--- src/rtl/control_unit.sv ---
// control_unit: ARM-style instruction decoder with a two-stage control pipeline.
//   The ID stage decodes instr combinationally into id_* control values. The
//   ID/EX register captures them into ex_* (or a bubble when nop_sel=1). The
//   EX/MEM register then passes the memory-related subset on to mem_*.
// Ports:
//   CLK, CLR     - clock and synchronous active-high clear of both stages
//   instr        - 32-bit instruction in ID; the condition field is ignored
//   nop_sel      - forces a bubble (all zero) into ID/EX
//   id_*         - combinational decode outputs
//   ex_*         - ID/EX registered controls (id_b_instr is not carried)
//   mem_*        - EX/MEM registered memory/writeback controls
module control_unit (
  input  logic        CLK,
  input  logic        CLR,
  input  logic [31:0] instr,
  input  logic        nop_sel,
  output logic        id_shift_imm,
  output logic [3:0]  id_alu_op,
  output logic        id_size,
  output logic        id_mem_en,
  output logic        id_rw,
  output logic        id_load,
  output logic        id_s,
  output logic        id_rf_en,
  output logic        id_b_instr,
  output logic        ex_shift_imm,
  output logic [3:0]  ex_alu_op,
  output logic        ex_size,
  output logic        ex_mem_en,
  output logic        ex_rw,
  output logic        ex_load,
  output logic        ex_s,
  output logic        ex_rf_en,
  output logic        mem_size,
  output logic        mem_mem_en,
  output logic        mem_rw,
  output logic        mem_load,
  output logic        mem_rf_en
);

  localparam logic [3:0] AluAdd = 4'b0100;
  localparam logic [3:0] AluSub = 4'b0010;

  logic [3:0] w_opcode;
  logic       w_is_nop;
  logic       w_is_cmp_class;

  assign w_opcode       = instr[24:21];
  assign w_is_nop       = (instr == 32'h0);
  // TST/TEQ/CMP/CMN only set flags, so they never write the register file.
  assign w_is_cmp_class = (w_opcode[3:2] == 2'b10);

  // ID decode
  always_comb begin
    id_shift_imm = 1'b0;
    id_alu_op    = 4'b0000;
    id_size      = 1'b0;
    id_mem_en    = 1'b0;
    id_rw        = 1'b0;
    id_load      = 1'b0;
    id_s         = 1'b0;
    id_rf_en     = 1'b0;
    id_b_instr   = 1'b0;
    if (!w_is_nop) begin
      if (instr[27:26] == 2'b00) begin
        // Data processing
        id_shift_imm = 1'b1;
        id_alu_op    = w_opcode;
        id_s         = instr[20];
        id_rf_en     = ~w_is_cmp_class;
      end else if (instr[27:26] == 2'b01) begin
        // Load/store: U bit chooses add or subtract of the offset
        id_shift_imm = 1'b1;
        id_mem_en    = 1'b1;
        id_size      = instr[22];
        id_load      = instr[20];
        id_rw        = ~instr[20];
        id_rf_en     = instr[20];
        id_alu_op    = instr[23] ? AluAdd : AluSub;
      end else if (instr[27:25] == 3'b101) begin
        // Branch; the link bit makes BL write the link register
        id_b_instr   = 1'b1;
        id_rf_en     = instr[24];
        id_alu_op    = AluAdd;
      end
    end
  end

  // ID/EX and EX/MEM pipeline registers
  always_ff @(posedge CLK) begin
    if (CLR) begin
      ex_shift_imm <= 1'b0;
      ex_alu_op    <= 4'b0000;
      ex_size      <= 1'b0;
      ex_mem_en    <= 1'b0;
      ex_rw        <= 1'b0;
      ex_load      <= 1'b0;
      ex_s         <= 1'b0;
      ex_rf_en     <= 1'b0;
      mem_size     <= 1'b0;
      mem_mem_en   <= 1'b0;
      mem_rw       <= 1'b0;
      mem_load     <= 1'b0;
      mem_rf_en    <= 1'b0;
    end else begin
      if (nop_sel) begin
        ex_shift_imm <= 1'b0;
        ex_alu_op    <= 4'b0000;
        ex_size      <= 1'b0;
        ex_mem_en    <= 1'b0;
        ex_rw        <= 1'b0;
        ex_load      <= 1'b0;
        ex_s         <= 1'b0;
        ex_rf_en     <= 1'b0;
      end else begin
        ex_shift_imm <= id_shift_imm;
        ex_alu_op    <= id_alu_op;
        ex_size      <= id_size;
        ex_mem_en    <= id_mem_en;
        ex_rw        <= id_rw;
        ex_load      <= id_load;
        ex_s         <= id_s;
        ex_rf_en     <= id_rf_en;
      end
      mem_size   <= ex_size;
      mem_mem_en <= ex_mem_en;
      mem_rw     <= ex_rw;
      mem_load   <= ex_load;
      mem_rf_en  <= ex_rf_en;
    end
  end

endmodule

--- config.mk ---
export PLATFORM = sky130hd
export DESIGN_NAME = control_unit
export DESIGN_NICKNAME = d
export VERILOG_FILES = /design/src/rtl/control_unit.sv
export SDC_FILE = /design/constraint.sdc
export NUM_CORES = 1
export LEC_CHECK = 0
export ABC_CLOCK_PERIOD_IN_PS = 3100
export CORE_MARGIN = 5
export CORE_UTILIZATION = 35
export DETAILED_ROUTE_END_ITERATION = 8
export DONT_BUFFER_PORTS = 1
export SYNTH_ARGS = -nofsm -noshare
export SYNTH_HDL_FRONTEND = slang
export SYNTH_SLANG_ARGS = --single-unit
export TNS_END_PERCENT = 10
--- constraint.sdc ---
create_clock -name CLK -period 3.1 [get_ports CLK]
set_input_delay 0.775 -clock CLK [delete_from_list [all_inputs] [get_ports CLK]]
set_output_delay 0.775 -clock CLK [all_outputs]
set_load 0.05 [all_outputs]
==> reports/metrics.cfg, run 1 <==
[run_status]
status=finished, final reports clean

[timing]
fmax_mhz=396
rsz0062_at_grt=false
drv_slew=0
period_minus_slack_ns=2.52
finalSetupViolCount=0
worst_slack_ns=0.577
slew_headroom_pct=66.6
finalHoldViolations=0
final.setup.tns_ns=0
tightest_slew_ns=0.500
fin_crit_sh_pct=81.4
clock_skew_ns=0.000102

[finish]
fin_nets=110
diodes=0
fill_cells=192
fin_util_pct=43.0
final_cell_mix=16 x dfxtp_1, 7 x nor4_1, 6 x and2_1, 6 x buf_4
syn_to_final_growth_pct=15.8
drive_above_1_share_pct=20.3
seq_area_um2=320
final_common_cell=dfxtp_1
multi_input_area_um2=303

[hold_path]
hp-class=input pin to flop

[grt]
antenna_found_initial=0
track_usage_pct=12.5
overflow=0
grt_max_degree=10
first_global_vias=574
grt_pass1_wl_um=2510

[power_and_ir_drop]
peakVddDrop_uv=201
power.leakage_nw=0.318
power.switching_mw=0.120
clkPwrFrac_pct=32.0
power.total_mw=0.417
power_density_nw_per_um2=561
intPower_mw=0.297
comb_power_share_pct=13.4
p_sw_share_pct=28.8
power_frac_seq_pct=54.6

[critical_path]
crit_buf_inv=1
critPathMaxFanout=4
worstPathRequired_ns=2.32
cp_cell_sequence=nor4_1 > and4_1 > a21oi_1 > buf_4
setup.worst_path.end_class=primary output
setup.worst_path.class=input pin to primary output
cp_slowest_stage_delay_ns=0.37
critical_path_arrival_ns=1.75
slowest_stage=nor4_1
start_kind=input pin
cp_top_family=simple AND/OR/NAND/NOR gates

[logic_synthesis]
ys_ff_latch=16
ys_seq_area_share_pct=49.9
syn-cell-area_um2=642
yosysUniqueCellTypes=21
synth_area_leaders=dfxtp_1 50%, nor4_1 6.8%, and2_1 5.8%
synth_top_cell_area_share_pct=49.9
syn_nets=100
yosys_warnings=0
synthCells=65
avgSynthCellArea_um2=9.87
yosysTopAreaCell=dfxtp_1

[placement]
post-place-ws_ns=0.614
hpwlAfterDp_um=1360
gp_congestion=0.675
numPortBuffers=0

[clocking]
postCtsHoldBufs=0
cts_max_level=1
postCtsSetupBuffers=0
clockBufferDepth=2
clk_latency_ns=0.28
cts.clk_slew.worst_paths_ns=0.09
cts_tree=yes
cts_resized=0
cts_inserted_buffers=3
clock_sinks=16
cts_root_buffer=clkbuf_4

[route]
dr.pass1.iters=4
via_count=547
wl_per_cell_um=16.1
drc_errors=0
viasPerCell=5.53
antenna_left=0
wirelength_um=1600
drtIter0Drc=5

[floorplanning]
fp.dieH_um=52.8
ios=63
initial_core_util_pct=37.2
rows=15
design.die.area_um2=2790
core_area_um2=1730
fp.dieW_um=52.8

[job]
drv_cap=0

## kinds of logic (layout without fill, tap and decap cells)
family                 Yosys count  count (layout)  share of synthesized area, %
DFF                             16              16                          49.9
buffers and inverters            3              12                          2.92
AOI/OAI and AO/OA                7               7                          7.80
and+or+nand+nor                 39              39                          39.4
## per-stage QoR
| step | instances | hold WS, ns | cell area (um2) |
|---|---|---|---|
| global placement | 95 | 0.715 | 707 |
| global route | 99 | 0.534 | 743 |
| CTS | 99 | 0.539 | 743 |
| detailed placement | 95 | 0.715 | 707 |
| finish | 99 | 0.548 | 743 |
| floorplan | 65 | 0.700 | 642 |
## power by group through the flow
stage          logic, mW  registers (mW)  clock network [mW]
6_report          0.0558           0.227               0.133
5_1_grt           0.0594           0.228               0.147
4_1_cts           0.0563           0.228               0.139
3_5_place_dp      0.0562           0.233                   0
3_3_place_gp      0.0560           0.233                   0
2_1_floorplan     0.0485           0.232                   0
## final timing paths
kind                            cells past startpoint      start  slack [ns]         end
worst min register to register                      1  ex_mem_en        0.72  mem_mem_en
worst max register to register                      1      ex_rw        2.22      mem_rw
worst min-delay path                                1        CLR        0.55  mem_mem_en
worst max-delay path                                4  instr[15]        0.58    id_rf_en
## synth_stat cells
cell type and instances:
dfxtp_1 16, nor4_1 7, and2_1 6, and3_1 5, nor2b_1 5, nor2_1 4, a21oi_1 3, nand2b_1 3
a211oi_1 2, and3b_1 2, inv_2 2, a211oi_2 1, a21o_1 1, and4_1 1, and4_4 1, and4b_1 1
buf_6 1, nand2_1 1, nor3_1 1, nor4_2 1, or2_1 1
## routing by layer
layer | share of wire, % | routed length [um] | vias up | track usage [%]
met3 | 12 | 195 | 4 | 3.42
met1 | 35 | 559 | 243 | 13.3
met4 | 2.3 | 36 | 0 | 8.94
met5 | 0 | 0 | - | 0
li1 | - | - | 256 | -
met2 | 50 | 806 | 44 | 20.9
## area by class of cell
type                       count  share of cell area [%]
multi-input combinational     46                    40.7
sequential                    16                    43.1
timing repair buffer           6                    6.06
clock buffer                   4                    4.88
inverter                       2                    1.01
tap                           25                    4.21
## registers in the layout, summed over array words and instances (netlist names)
signal	cells
mem_mem_en	1
ex_rw	1
mem_rw	1
ex_s	1
ex_shift_imm	1
mem_load	1
ex_load	1
ex_alu_op	4
ex_mem_en	1
ex_rf_en	1
ex_size	1
mem_size	1
mem_rf_en	1
(Power assumes the default switching activity.)
==> run 2, diff against run 1 <==
--- a/config.mk
+++ b/config.mk
@@ -5,7 +5,7 @@
 export SDC_FILE = /design/constraint.sdc
 export NUM_CORES = 1
 export LEC_CHECK = 0
-export ABC_CLOCK_PERIOD_IN_PS = 3100
+export ABC_CLOCK_PERIOD_IN_PS = 2440
 export CORE_MARGIN = 5
 export CORE_UTILIZATION = 35
 export DETAILED_ROUTE_END_ITERATION = 8
==> constraint.sdc (replaced) <==
create_clock -name CLK -period 2.44 [get_ports CLK]
set_input_delay 0.61 -clock CLK [delete_from_list [all_inputs] [get_ports CLK]]
set_output_delay 0.61 -clock CLK [all_outputs]
set_load 0.05 [all_outputs]
==> run 2 against run 1 <==
  * Via count grew 0.18%
  * First-iteration DRC count shrank 20%
  * Count of clock-buffer cells in the layout is the same
  * Clock skew grew 0.0013 ns
  * Die area is the same
  * Sequential share of layout area shrank 2.1 points
  * Sequential power grew 27%
==> reports/metrics.cfg, run 2 (same netlist as run 1, synthesis figures left out) <==
[hold_path]
hp-class=input pin to flop
holdPathStages=1  ; unchanged

[timing]
finalSetupViolCount=0  ; unchanged
fmax_mhz=448
tightest_slew_ns=0.505  ; +0.00502 ns
final.setup.tns_ns=0  ; unchanged
rsz0062_at_grt=false
period_minus_slack_ns=2.23
clock_skew_ns=0.00145  ; +0.00135 ns
finalHoldViolations=0  ; unchanged
slew_headroom_pct=66.3  ; -0.34 points
fin_crit_sh_pct=91.5
drv_slew=0  ; unchanged

[clocking]
postCtsSetupBuffers=0  ; unchanged
cts_inserted_buffers=3  ; unchanged
clock_sinks=16  ; unchanged
postCtsHoldBufs=0  ; unchanged
clk_latency_ns=0.27  ; about the same
clockBufferDepth=2  ; unchanged
cts_root_buffer=clkbuf_4
cts_max_level=1  ; unchanged
cts_tree=yes
cts.clk_slew.worst_paths_ns=0.09  ; about the same
cts_resized=0  ; unchanged

[finish]
final_common_cell=dfxtp_1
largest_register=ex_alu_op
instances_no_fill=102  ; +3.0%
largest_reg_flops=4  ; unchanged
final_cell_mix=16 x dfxtp_1, 8 x buf_4, 7 x nor4_1, 6 x and2_1
diodes=0  ; unchanged
fin_nets=113  ; +2.7%
drive_above_1_share_pct=24.7  ; +4.4 points
syn_to_final_growth_pct=21.8

[route]
viasPerCell=5.37  ; -2.8%
drtIter0Drc=4  ; -1
via_count=548  ; +0.18%
wl_per_cell_um=16.4  ; +1.6%
wirelength_um=1670  ; +4.6%
dr.pass1.iters=4  ; unchanged
antenna_left=0  ; unchanged
drc_errors=0  ; unchanged

[placement]
hpwlAfterDp_um=1430  ; +4.7%
numPortBuffers=0  ; unchanged
gp_congestion=0.659  ; -2.4%
dp.cells=98  ; +3.2%

[grt]
first_global_vias=544  ; -5.2%
grt_pass1_wl_um=2390  ; -4.9%
grt_max_degree=10  ; unchanged
antenna_found_initial=0  ; unchanged
track_usage_pct=12.0  ; -0.52 points
overflow=0  ; unchanged

[power_and_ir_drop]
power.switching_mw=0.153  ; +28%
intPower_mw=0.384  ; +29%
comb_power_share_pct=15.0  ; +1.6 points
power_density_nw_per_um2=687  ; +23%
clkPwrFrac_pct=31.3  ; -0.7 points
power.leakage_nw=0.338  ; +6.0%
p_sw_share_pct=28.5  ; -0.29 points
power_frac_seq_pct=53.8  ; -0.8 points
peakVddDrop_uv=210  ; +4.9%

[floorplanning]
core_area_um2=1730  ; unchanged
rows=15  ; unchanged
design.die.area_um2=2790  ; unchanged
fp.dieH_um=52.8  ; unchanged
ios=63  ; unchanged
fp.dieW_um=52.8  ; unchanged
initial_core_util_pct=37.2  ; unchanged

[job]
drv_cap=0  ; unchanged

[critical_path]
worstPathRequired_ns=1.83  ; -0.49 ns
start_kind=input pin
rr_worst_depth=1  ; unchanged
critical_path_arrival_ns=1.62  ; -0.13 ns
setup.worst_path.end_class=primary output
critPathMaxFanout=4  ; unchanged
setup.worst_path.class=input pin to primary output

[run_status]
status=finished, final reports clean

[run 2: changes by cell type in the layout (fill, tap and decap cells not counted), sizes merged]
| cell | before | now |
|---|---|---|
| buf | 6 | 9 |
[run 2: metrics by stage]
| step | power, mW | utilization, % | hold WS [ns] | area (um2) | setup slack (ns) |
|---|---|---|---|---|---|
| 2_1_floorplan | 0.357 | - | 0.682 | 646 | 0.00181 |
| 3_3_place_gp | 0.376 | 43.2 | 0.683 | 746 | 0.225 |
| 3_5_place_dp | 0.376 | 43.2 | 0.684 | 746 | 0.234 |
| 4_1_cts | 0.545 | 45.3 | 0.380 | 782 | 0.215 |
| 5_1_grt | 0.558 | 45.3 | 0.374 | 782 | 0.155 |
| 6_report | 0.537 | 45.3 | 0.388 | 782 | 0.208 |
[run 2: final cells by class]
class,count,area [um2]
Clock buffer,4,36.3
Fill cell,173,945
Inverter,2,7.51
Multi-Input combinational cell,46,307
Sequential cell,16,320
Tap cell,25,31.3
Timing Repair Buffer,9,80.1
[run 2: final timing paths]
check / startpoint / endpoint / slack (ns)
max: instr[15] / id_shift_imm / 0.21
max reg2reg: ex_load / mem_load / 1.55
min: CLR / mem_rw / 0.39
min reg2reg: ex_rw / mem_rw / 0.72
[run 2: power groups by stage]
stage	logic [mW]	clock network [mW]	registers, mW
after floorplan	0.0622	0	0.295
after global placement	0.0805	0	0.295
after detailed placement	0.0811	0	0.295
after CTS	0.0813	0.174	0.289
after global routing	0.0849	0.184	0.290
final	0.0804	0.168	0.289
[run 2: worst max-delay path: stages]
cell	delay, ns
nor4_1	0.39
and4_1	0.33
a21oi_1	0.10
buf_4	0.19
[run 2: layer usage]
metal	vias to the layer above	routed length, um	global-route usage (%)
met5	-	0	0
met4	0	36	7.66
met2	53	792	18.8
met1	232	617	14.4
met3	4	225	2.85
li1	259	-	-
==> run 3, diff against run 2 <==
--- a/config.mk
+++ b/config.mk
@@ -6,7 +6,7 @@
 export NUM_CORES = 1
 export LEC_CHECK = 0
 export ABC_CLOCK_PERIOD_IN_PS = 2440
-export CORE_MARGIN = 5
+export CORE_MARGIN = 10
 export CORE_UTILIZATION = 35
 export DETAILED_ROUTE_END_ITERATION = 8
 export DONT_BUFFER_PORTS = 1
==> run 3 against run 2 <==
  * Sequential power is essentially flat
  * Wire length grew 18%
  * Clock skew barely moved
  * Maximum frequency is 1.7% higher
  * Register-to-register slack about the same
  * Largest power group unchanged
  * Die area up 41%
  * Sequential share of layout area did not move
  * First-iteration DRC count stayed put
  * Critical endpoint unchanged
  * Non-clock buffer count stayed put
  * Sequential cell count did not move
  * Count of clock-buffer cells in the layout is the same
  * Total power is 0.10% lower
==> reports/metrics.cfg, run 3 (same netlist as run 1, synthesis figures left out) <==
[power_and_ir_drop]
power_density_nw_per_um2=686  ; -0.10%
peakVddDrop_uv=199  ; -5.5%
power.leakage_nw=0.338  ; unchanged

[clocking]
postCtsSetupBuffers=0  ; unchanged
clk_latency_ns=0.28  ; about the same
clockBufferDepth=2  ; unchanged
cts_max_level=1  ; unchanged
clock_sinks=16  ; unchanged
cts_tree=yes
cts_root_buffer=clkbuf_4
cts_inserted_buffers=3  ; unchanged
postCtsHoldBufs=0  ; unchanged
cts_resized=0  ; unchanged
cts.clk_slew.worst_paths_ns=0.09  ; about the same

[timing]
slew_headroom_pct=65.9  ; -0.35 points
finalSetupViolCount=0  ; unchanged
tightest_slew_ns=0.510  ; +0.00530 ns
final.setup.tns_ns=0  ; unchanged
fin_crit_sh_pct=89.9  ; -1.6 points
drv_slew=0  ; unchanged
hold_ws_ns=0.388  ; -0.000478 ns
fmax_mhz=456  ; +1.7%
clock_skew_ns=0.00180  ; +0.000349 ns
finalHoldViolations=0  ; unchanged
rsz0062_at_grt=false
period_minus_slack_ns=2.19  ; -0.0381 ns

[critical_path]
setup.worst_path.class=input pin to primary output
critical_path_arrival_ns=1.58  ; -0.04 ns
worstPathRequired_ns=1.83  ; about the same
cp_top_family=simple AND/OR/NAND/NOR gates
crit_buf_inv=1  ; unchanged
setup.worst_path.end_class=primary output
slowest_stage=nor4_1
cp_cell_sequence=nor4_1 > and4_1 > a21oi_1 > buf_4
critPathMaxFanout=4  ; unchanged
start_kind=input pin
cp_slowest_stage_delay_ns=0.35  ; -0.04 ns

[grt]
first_global_vias=612  ; +13%
overflow=0  ; unchanged
antenna_found_initial=0  ; unchanged
grt_pass1_wl_um=3110  ; +30%
grt_max_degree=10  ; unchanged
track_usage_pct=9.99  ; -2.0 points

[hold_path]
hp-class=input pin to flop

[route]
viasPerCell=5.14  ; -4.4%
wirelength_um=1970  ; +18%
drtIter0Drc=4  ; unchanged
antenna_left=0  ; unchanged
via_count=524  ; -4.4%
drc_errors=0  ; unchanged
wl_per_cell_um=19.3  ; +18%
dr.pass1.iters=3  ; -1

[finish]
fin_nets=113  ; unchanged
largest_register=ex_alu_op
instances_no_fill=102  ; unchanged
drive_above_1_share_pct=24.7  ; unchanged
fin_util_pct=45.3  ; unchanged
final_common_cell=dfxtp_1
syn_to_final_growth_pct=21.8  ; unchanged
diodes=0  ; unchanged
largest_reg_flops=4  ; unchanged
final_cell_mix=16 x dfxtp_1, 8 x buf_4, 7 x nor4_1, 6 x and2_1
final_cell_area_um2=782  ; unchanged

[floorplanning]
initial_core_util_pct=37.2  ; unchanged
design.die.area_um2=3950  ; +41%
rows=15  ; unchanged
core_area_um2=1730  ; unchanged
fp.dieW_um=62.8  ; +19%
fp.dieH_um=62.8  ; +19%
ios=63  ; unchanged

[run_status]
status=finished, final reports clean

[placement]
numPortBuffers=0  ; unchanged
dpl_cell_area_um2=746  ; unchanged
hpwlAfterDp_um=1720  ; +21%
gp_congestion=0.750  ; +14%
dp.cells=98  ; unchanged

[job]
drv_cap=0  ; unchanged

==> run 3: worst paths after layout <==
check | start | endpoint | slack [ns] | depth (start not counted)
setup / recovery | instr[15] | id_shift_imm | 0.25 | 4
setup reg to reg | ex_rf_en | mem_rf_en | 1.56 | 1
hold / removal | CLR | mem_load | 0.39 | 1
hold reg to reg | ex_rw | mem_rw | 0.73 | 1
==> run 3: through the flow <==
stage | setup WS, ns | total power, mW
6_report | 0.246 | 0.537
5_1_grt | 0.153 | 0.570
4_1_cts | 0.218 | 0.545
3_5_place_dp | 0.234 | 0.378
3_3_place_gp | 0.228 | 0.377
2_1_floorplan | 0.00181 | 0.357
==> run 3: final cells by class <==
cell class | count | area [um2]
Fill cell | 181 | 945
Sequential cell | 16 | 320
Multi-Input combinational cell | 46 | 307
Timing Repair Buffer | 9 | 80.1
Clock buffer | 4 | 36.3
Tap cell | 25 | 31.3
Inverter | 2 | 7.51
==> run 3: per-layer routing <==
metal  GRT usage [%]  vias up  share of wire (%)
li1                -      257                  -
met1            9.35      223                 37
met2            14.9       42                 45
met3            7.71        2                 16
met4            6.70        0                1.4
met5               0        -                  0
==> run 3: power by group <==
part / switching (mW) / internal [mW]
Clock: 0.0759 / 0.0907
Sequential: 0.0226 / 0.267
Combinational: 0.0540 / 0.0269
